## src/rtl/des_pkg.sv

```systemverilog
// Shared types and constants for the time-shared DES core arbiter.
package des_pkg;

  localparam int unsigned BLK_W = 64;
  localparam int unsigned KEY_W = 64;

  localparam logic DES_ENC = 1'b0;
  localparam logic DES_DEC = 1'b1;

  typedef enum logic [1:0] {
    IDLE  = 2'd0,
    ISSUE = 2'd1,
    WAIT  = 2'd2,
    RESP  = 2'd3
  } arb_state_e;

  // Operand bundle handed to the core for one operation.
  typedef struct packed {
    logic             mode;
    logic [BLK_W-1:0] data;
    logic [KEY_W-1:0] key;
  } des_op_t;

endpackage

```

## src/rtl/des_core_arbiter_rr_arb2.sv

```systemverilog
// Two-way round-robin grant: with both requesting, the one not granted last wins.
module rr_arb2 (
  input  logic valid0,
  input  logic valid1,
  input  logic last_grant,
  output logic any_c,
  output logic grant_c
);

  assign any_c   = valid0 | valid1;
  assign grant_c = (valid0 & valid1) ? ~last_grant : valid1;

endmodule

```

## src/rtl/des_core_arbiter.sv

```systemverilog
// Time-shares one DES core between two requesters with round-robin arbitration,
// a bounded wait on the core and a valid/ready result return per channel.
module des_core_arbiter
  import des_pkg::*;
#(
  parameter int unsigned TIMEOUT_CYCLES = 64,
  parameter int unsigned TO_W           = 7
) (
  input  logic             clk,
  input  logic             rst,

  input  logic             req0_valid,
  input  logic             req0_mode,
  input  logic [BLK_W-1:0] req0_data,
  input  logic [KEY_W-1:0] req0_key,
  output logic             req0_ready,
  output logic             rsp0_valid,
  output logic [BLK_W-1:0] rsp0_data,
  input  logic             rsp0_ready,

  input  logic             req1_valid,
  input  logic             req1_mode,
  input  logic [BLK_W-1:0] req1_data,
  input  logic [KEY_W-1:0] req1_key,
  output logic             req1_ready,
  output logic             rsp1_valid,
  output logic [BLK_W-1:0] rsp1_data,
  input  logic             rsp1_ready,

  output logic             des_enable,
  output logic             des_mode,
  output logic [BLK_W-1:0] des_data,
  output logic [KEY_W-1:0] des_key,
  input  logic             des_ready,
  input  logic [BLK_W-1:0] des_result,

  output logic             busy,
  output logic             timeout_err
);

  localparam logic [TO_W-1:0] TO_LAST = TO_W'(TIMEOUT_CYCLES - 1);

  arb_state_e      state;
  logic            last_grant;
  logic            owner;
  logic [TO_W-1:0] to_cnt;

  logic            any_c;
  logic            grant_c;
  des_op_t         sel_op_c;

  rr_arb2 u_arb (
    .valid0     (req0_valid),
    .valid1     (req1_valid),
    .last_grant (last_grant),
    .any_c      (any_c),
    .grant_c    (grant_c)
  );

  assign sel_op_c = grant_c ? {req1_mode, req1_data, req1_key}
                            : {req0_mode, req0_data, req0_key};

  // Accept strobes are only ever raised while idle and out of reset.
  assign req0_ready = rst & (state == IDLE) & any_c & ~grant_c;
  assign req1_ready = rst & (state == IDLE) & any_c &  grant_c;

  always_ff @(posedge clk or negedge rst) begin
    if (!rst) begin
      state       <= IDLE;
      last_grant  <= 1'b1;
      owner       <= 1'b0;
      to_cnt      <= '0;
      des_enable  <= 1'b0;
      des_mode    <= DES_ENC;
      des_data    <= '0;
      des_key     <= '0;
      rsp0_valid  <= 1'b0;
      rsp1_valid  <= 1'b0;
      rsp0_data   <= '0;
      rsp1_data   <= '0;
      busy        <= 1'b0;
      timeout_err <= 1'b0;
    end else begin
      des_enable  <= 1'b0;
      timeout_err <= 1'b0;
      case (state)
        IDLE: begin
          if (any_c) begin
            {des_mode, des_data, des_key} <= sel_op_c;
            owner      <= grant_c;
            last_grant <= grant_c;
            to_cnt     <= '0;
            des_enable <= 1'b1;
            busy       <= 1'b1;
            state      <= ISSUE;
          end
        end
        ISSUE: begin
          // Counter tracks cycles elapsed since the start pulse.
          to_cnt <= TO_W'(1);
          state  <= WAIT;
        end
        WAIT: begin
          if (des_ready) begin
            if (owner) begin
              rsp1_data  <= des_result;
              rsp1_valid <= 1'b1;
            end else begin
              rsp0_data  <= des_result;
              rsp0_valid <= 1'b1;
            end
            state <= RESP;
          end else if (to_cnt == TO_LAST) begin
            timeout_err <= 1'b1;
            busy        <= 1'b0;
            state       <= IDLE;
          end else begin
            to_cnt <= to_cnt + TO_W'(1);
          end
        end
        RESP: begin
          if (owner ? rsp1_ready : rsp0_ready) begin
            rsp0_valid <= 1'b0;
            rsp1_valid <= 1'b0;
            busy       <= 1'b0;
            state      <= IDLE;
          end
        end
        default: state <= IDLE;
      endcase
    end
  end

endmodule
```

## config.mk

```make
export PLATFORM = sky130hd
export DESIGN_NAME = des_core_arbiter
export DESIGN_NICKNAME = d
export VERILOG_FILES = /design/src/rtl/des_pkg.sv /design/src/rtl/des_core_arbiter_rr_arb2.sv /design/src/rtl/des_core_arbiter.sv
export SDC_FILE = /design/constraint.sdc
export NUM_CORES = 1
export LEC_CHECK = 0
export ABC_AREA = 1
export BUFFER_PORTS_ARGS = -buffer_cell sky130_fd_sc_hd__buf_4
export CAP_MARGIN = 0
export CORE_AREA = 2 2 230 232
export CTS_CLUSTER_SIZE = 30
export DETAILED_ROUTE_END_ITERATION = 10
export DIE_AREA = 0 0 232 234
export GPL_TIMING_DRIVEN = 1
export PLACE_DENSITY = 0.45
export SLEW_MARGIN = 25
export SYNTH_ARGS = -nofsm -noshare
export SYNTH_HDL_FRONTEND = slang
export SYNTH_SLANG_ARGS = --single-unit
```

## constraint.sdc

```tcl
create_clock -name clk -period 2 [get_ports clk]
set_input_delay 0.4 -clock clk [delete_from_list [all_inputs] [get_ports clk]]
set_output_delay 0.4 -clock clk [all_outputs]
set_load 0.01 [all_outputs]
```

==> impl_metrics.csv, run 1 <==
group,metric,value,unit
pwr,power.density,1576,mW/mm2
route,drc_errors,0,
synth,seq_area_frac_synth,59.50,%
global_route,antenna_found_initial,4,
final_layout,drive_gt1_share,37.27,%
synth,yosys.area_share.simple,19.84,%
synth,yosysTopAreaCellShare,59.27,%
placed_design,dp_cells,2543,
clock_tree,cts_hold_buf,0,
route,first_iter_violations,499,
clock_tree,clock_sinks,273,
global_route,grt_overflow,0,
pwr,leakagePower,0.009203,uW
clock_tree,clockBufferDepth,3,
pwr,netSwitchingPower,10490,uW
synth,synth_xor_area_share,0,%
timing,fin_ws,-0.08862,ns
timing,setup_viol,2,
timing,period_minus_slack,2.089,ns
worst_setup_path,path_cells,"inv_2 > ha_4 > inv_4 > nor4_4 > buf_4",
hold_path,hp-class,"input port to asynchronous set/reset pin",
synth,synth_seq_cells,273,
floorplanning,die_y,234,um
global_route,grt_max_degree,145,
floorplanning,num_rows,84,
floorplanning,initial_core_util,22.07,%
pwr,seq_power_share,34.1,%
status,violations,"negative hold slack, negative setup slack",
route,avgViaCountPerCell,4.258,
worst_setup_path,crit_required,1.60,ns
timing,slew-limit-headroom,19.84,%
clock_tree,cts.clk_slew.worst_paths,0.06,ns
final_layout,fin_nets,2237,
synth,synth_mux_area_share,0,%
route,ant_nets,0,
synth,yosysTopAreaCell,"dfrtp_1",
worst_setup_path,path_buf_inv,3,
job,cap_violations,0,
clock_tree,cts-root-buf,"clkbuf_16",
synth,yosysWarnings,0,
timing,finalCritPeriodShare,104.4,%
global_route,grt_pass1_vias,11180,
final_layout,area_growth,58.67,%
route,wl_per_cell,17.56,um
pwr,sw_frac_of_total,36.53,%
timing,finClkSkew,0.01679,ns
placed_design,dp_hpwl,34750,um
clock_tree,clk_latency,0.54,ns
floorplanning,ios,593,
pwr,p_clk_share,23.2,%
worst_setup_path,criticalPathCategory,"register to output port",
pwr,peakVddDrop,0.0005804,V
synth,syn_area_per_cell,8.779,um2
floorplanning,die_width,232,um
worst_setup_path,cp_slowest_cell,"dfrtp_1",
clock_tree,cts_buffers,36,
clock_tree,cts_tree,"done",
synth,ys_types,26,
final_layout,utilization,35.02,%
timing,worst_pin_slew,1.202,ns
floorplanning,design.die.area,0.05429,mm2
final_layout,fill_cells,5481,
route,drt-total-wl,45980,um
worst_setup_path,path_delay_family,"flip-flops",
worst_setup_path,worst_setup_path_start_kind,"register",
synth,synth_area,0.01148,mm2
placed_design,port_buffers,592,
route,num_vias,11150,
worst_setup_path,end_kind,"output port",
route,first_pass_iters,7,
timing,hold_ws,-0.09991,ns
worst_setup_path,critPathMaxFanout,4,
global_route,grt_use_total,16.20,%
timing,grt_setup_unrepaired,"true",
placed_design,dp_slack,0.1862,ns
global_route,grt_pass1_wl,67200,um
worst_setup_path,cp.arrival,1.69,ns
synth,syn_inst,1308,
final_layout,fin_cells,2619,
synth,synth_compound_area_share,13.33,%
synth,post_synth_fa_ha_maj_area_fraction,0.6537,%
worst_setup_path,r2r_setup_slack,0.23,ns
floorplanning,core_area,0.05202,mm2
pwr,comb_power_share,42.6,%
status,status,"finished, violations left",
synth,synth_fp_nets,1643,
timing,hold_violations,16,
placed_design,place.gp.congestion,0.8281,
timing,clock.fmax,478.8,MHz
timing,drv_slew,0,
worst_setup_path,max_stage_delay,0.39,ns
synth,synth_top_family_by_area,"simple AND/OR/NAND/NOR gates",
pwr,p_int,18230,uW
clock_tree,h-tree-depth,2,
synth,synth_area_leaders,"dfrtp_1, nand2_1, a31oi_1",
synthesized netlist by cell type:
cell type  instances
nand2_1          427
dfrtp_1          272
nor2_1           136
o21ai_0          136
a31oi_1          129
inv_1             80
buf_2             46
buf_4             22
clkbuf_1          16
nand3_1           10
ha_1               6
o21ai_1            6
nand4_1            5
inv_2              2
nand2_2            2
nor2_4             2
or2_2              2
a21o_1             1
a21oi_1            1
buf_1              1
dfstp_2            1
nand3_2            1
nand3b_1           1
nor2_2             1
nor4_1             1
or2_1              1
power by group through the flow:
stage               logic, uW  registers, uW  clock network (uW)
floorplan                4340          10800                   0
global placement        12200           9820                   0
detailed placement      12300           9880                   0
CTS                     12400           9850                6910
global route            13600          10100                7130
finish                  12200           9800                6670
stage by stage:
stage / instance area, um2 / TNS [ns] / total power (uW) / hold slack (ns)
final: 18220 / -0.1220 / 28720 / -0.09991
after global routing: 18220 / -0.2597 / 30850 / 0.03252
after CTS: 18160 / -0.3412 / 29120 / 0.01461
after detailed placement: 16870 / 0 / 22170 / 0.4678
after global placement: 16870 / 0 / 22010 / 0.4652
after floorplan: 11480 / 0 / 15190 / 0.1044
final timing paths:
kind,startpoint,to,cells past startpoint
worst max-delay path,state[1]$_DFFE_PN0P_,req0_ready,5
worst min-delay path,rst,des_data[51]$_DFFE_PN0P_,2
worst max register to register,state[1]$_DFFE_PN0P_,des_key[38]$_DFFE_PN0P_,9
worst min register to register,busy$_DFFE_PN0P_,busy$_DFFE_PN0P_,2
max in group asynchronous,rst,rsp0_data[24]$_DFFE_PN0P_,2
min in group clk,des_ready,timeout_err$_DFF_PN0_,2
cells by family after synthesis:
| family | after synthesis |
|---|---|
| simple gates | 589 |
| compound gates | 273 |
| flops | 273 |
| buf+inv | 167 |
| fa+ha+maj | 6 |
timing repair:
item / 4_1_cts / 5_1_grt
cloned: 0 / 0
gates resized for setup: 6 / 8
pin swaps: 3 / 3
setup endpoints to repair: 2 / 2
buffers inserted: 5 / 4
state kept, by name (all words and copies together) (netlist names):
signal,cells
des_mode,1
rsp0_data,64
rsp0_valid,1
des_key,64
timeout_err,1
des_data,64
rsp1_valid,1
owner,1
last_grant,1
busy,1
des_enable,1
state,2
rsp1_data,64
to_cnt,7
metal layers:
layer	global-route usage, %	vias to the layer above	wire (um)
met1	19.75	5206	18790
met4	5.108	6	1081
met3	6.214	56	4448
met5	0	-	39
li1	-	5445	-
met2	26.41	438	21630
cell usage in the layout, fill, tap and decap left out, types with 3 or more instances in the layout:
cell type / count
ha_1: 5
buf_4: 622
buf_12: 17
clkbuf_16: 36
inv_1: 78
bufinv_16: 3
nand3_1: 10
nand2_1: 423
o21ai_1: 6
nand2_4: 4
nand4_1: 5
o21ai_0: 136
nor2_1: 135
a31oi_1: 129
clkbuf_1: 7
dfrtp_1: 272
clkbuf_8: 10
clkinv_2: 4
cell type report:
class / instances / area, um2 / area share (%)
Antenna cell: 2 / 5.005 / 0.02747
Clock buffer: 53 / 1065 / 5.844
Clock inverter: 12 / 160.2 / 0.8789
Inverter: 82 / 317.8 / 1.744
Multi-Input combinational cell: 868 / 3944 / 21.64
Sequential cell: 273 / 6833 / 37.50
Tap cell: 688 / 860.8 / 4.724
Timing Repair Buffer: 641 / 5036 / 27.64
Note: power is estimated with default switching activity, not from simulation.
==> inputs of run 2 (changes only) <==
- clock period: 2 -> 2.15 ns (I/O delays scaled with it)
==> impl_metrics.csv, run 2 (synthesized netlist as in run 1, its figures left out) <==
group,metric,value,unit
status,status,"finished, violations left",
status,violations,"negative hold slack",
route,first_pass_iters,4,
final_layout,final_common_cell,"buf_4",
placed_design,dp_hpwl,34210,um
clock_tree,cts_tree,"done",
global_route,grt_pass1_wl,66190,um
timing,fin_ws,0.05924,ns
floorplanning,core_area,0.05202,mm2
route,avgViaCountPerCell,4.248,
pwr,power.density,1449,mW/mm2
floorplanning,num_rows,84,
global_route,grt_overflow,0,
clock_tree,clk_latency,0.53,ns
placed_design,place.gp.congestion,0.8310,
global_route,grt_use_total,15.93,%
final_layout,area_growth,56.92,%
pwr,p_clk_share,22.0,%
clock_tree,cts_buffers,36,
timing,setup_viol,0,
clock_tree,h-tree-depth,2,
route,drc_errors,0,
timing,worst_pin_slew,0.7582,ns
pwr,comb_power_share,43.1,%
placed_design,dp_slack,0.3060,ns
pwr,total_power,26110,uW
floorplanning,design.die.area,0.05429,mm2
clock_tree,cts.clk_slew.worst_paths,0.05,ns
final_layout,mostFrequentLayoutCells,"buf_4, nand2_1, dfrtp_1, o21ai_0, nor2_1",
hold_path,hp-class,"input port to asynchronous set/reset pin",
worst_setup_path,worst_setup_path_start_kind,"register",
timing,drv_slew,0,
worst_setup_path,max_stage_delay,0.39,ns
job,cap_violations,0,
route,first_iter_violations,428,
route,drt-total-wl,45330,um
worst_setup_path,path_cells,"inv_2 > ha_4 > inv_4 > nor4_4 > buf_4",
global_route,antenna_found_initial,3,
timing,fin_tns_setup,0,ns
floorplanning,initial_core_util,22.07,%
worst_setup_path,criticalPathCategory,"register to output port",
worst_setup_path,crit_required,1.72,ns
pwr,peakVddDrop,0.0004912,V
timing,finalCritPeriodShare,97.24,%
timing,hold_violations,1,
timing,slew-limit-headroom,49.45,%
pwr,seq_power_share,34.9,%
timing,finClkSkew,0.01511,ns
final_layout,fill_cells,5520,
pwr,sw_frac_of_total,36.74,%
worst_setup_path,cp_slowest_cell,"dfrtp_1",
timing,hold_ws,-0.001185,ns
pwr,leakagePower,0.009090,uW
worst_setup_path,path_delay_family,"flip-flops",
floorplanning,ios,593,
clock_tree,clockBufferDepth,3,
worst_setup_path,path_buf_inv,3,
clock_tree,clock_sinks,273,
route,wl_per_cell,17.42,um
timing,period_minus_slack,2.091,ns
route,ant_nets,0,
worst_setup_path,critPathMaxFanout,3,
pwr,p_int,16510,uW
route,num_vias,11060,
final_layout,multi_input_comb_area,0.003939,mm2
timing,clock.fmax,478.3,MHz
pwr,netSwitchingPower,9592,uW
clock_tree,cts-root-buf,"clkbuf_16",
floorplanning,die_y,234,um
final_layout,register_area,0.006833,mm2
placed_design,port_buffers,592,
worst_setup_path,cp.arrival,1.66,ns
final_layout,fin_nets,2226,
final_layout,drive_gt1_share,36.77,%
global_route,grt_pass1_vias,10820,
timing,grt_setup_unrepaired,"true",
worst_setup_path,end_kind,"output port",
floorplanning,die_width,232,um
global_route,grt_max_degree,126,
==> run 2: changes by cell type in the layout (fill, tap and decap cells not counted), sizes merged <==
cell / delta
buf: -12
inv: -1
clkbuf: -4
bufinv: -2
clkinv: +1
diode: +1
dlygate4sd3: +1
==> run 2: repair_timing <==
item / CTS / global route
hold buffers: 1 / 0
cloned: 0 / 0
resized for setup: 8 / 4
setup endpoints to repair: 2 / 2
endpoints found under the hold margin: 33 / 0
pin swaps: 3 / 3
setup buffers: 5 / 4
==> run 2: layer usage <==
| metal | global-route usage [%] | vias to the layer above | wire length, um |
|---|---|---|---|
| met2 | 25.87 | 438 | 21290 |
| li1 | - | 5409 | - |
| met5 | 0 | - | 13 |
| met4 | 4.788 | 2 | 1140 |
| met1 | 19.66 | 5146 | 18600 |
| met3 | 5.982 | 62 | 4292 |
==> run 2: area by class of cell <==
class / count / area share (%)
diodes: 3 / 0.04166
clock buffers: 49 / 5.714
clock inverters: 10 / 0.5138
inverters: 82 / 1.764
multi-input cells: 868 / 21.86
flip-flops and latches: 273 / 37.92
well taps: 688 / 4.777
repair buffers: 630 / 27.41
==> run 2: power groups by stage <==
| stage | combinational, uW | clock, uW | sequential [uW] |
|---|---|---|---|
| finish | 11300 | 5750 | 9100 |
| global route | 12500 | 6210 | 9420 |
| CTS | 11400 | 6030 | 9130 |
| detailed placement | 11300 | 0 | 9160 |
| global placement | 11200 | 0 | 9140 |
| floorplan | 4040 | 0 | 10100 |
==> run 2: path summary, 6_finish.rpt <==
kind                                              from                        end  slack (ns)  cells after the start
min in group clk                             des_ready      timeout_err$_DFF_PN0_        0.10                      2
worst max register to register  last_grant$_DFFE_PN1P_    des_key[59]$_DFFE_PN0P_        0.28                      7
worst max-delay path              state[1]$_DFFE_PN0P_                 req0_ready        0.06                      5
max in group asynchronous                          rst  rsp0_data[22]$_DFFE_PN0P_        1.26                      3
worst min-delay path                               rst    des_key[13]$_DFFE_PN0P_      -0.001                      2
worst min register to register        busy$_DFFE_PN0P_           busy$_DFFE_PN0P_        0.47                      2
==> run 2: through the flow <==
step                      instance area (um2)  hold slack (ns)  utilization, %  instances
final                                   18020        -0.001185           34.64       2603
after global routing                    18010          0.04289           34.63       2601
after CTS                               17960          0.03772           34.53       2596
after detailed placement                16770           0.4661           32.23       2531
after global placement                  16770           0.4619           32.23       2531
after floorplan                         11480           0.1344               -       1308
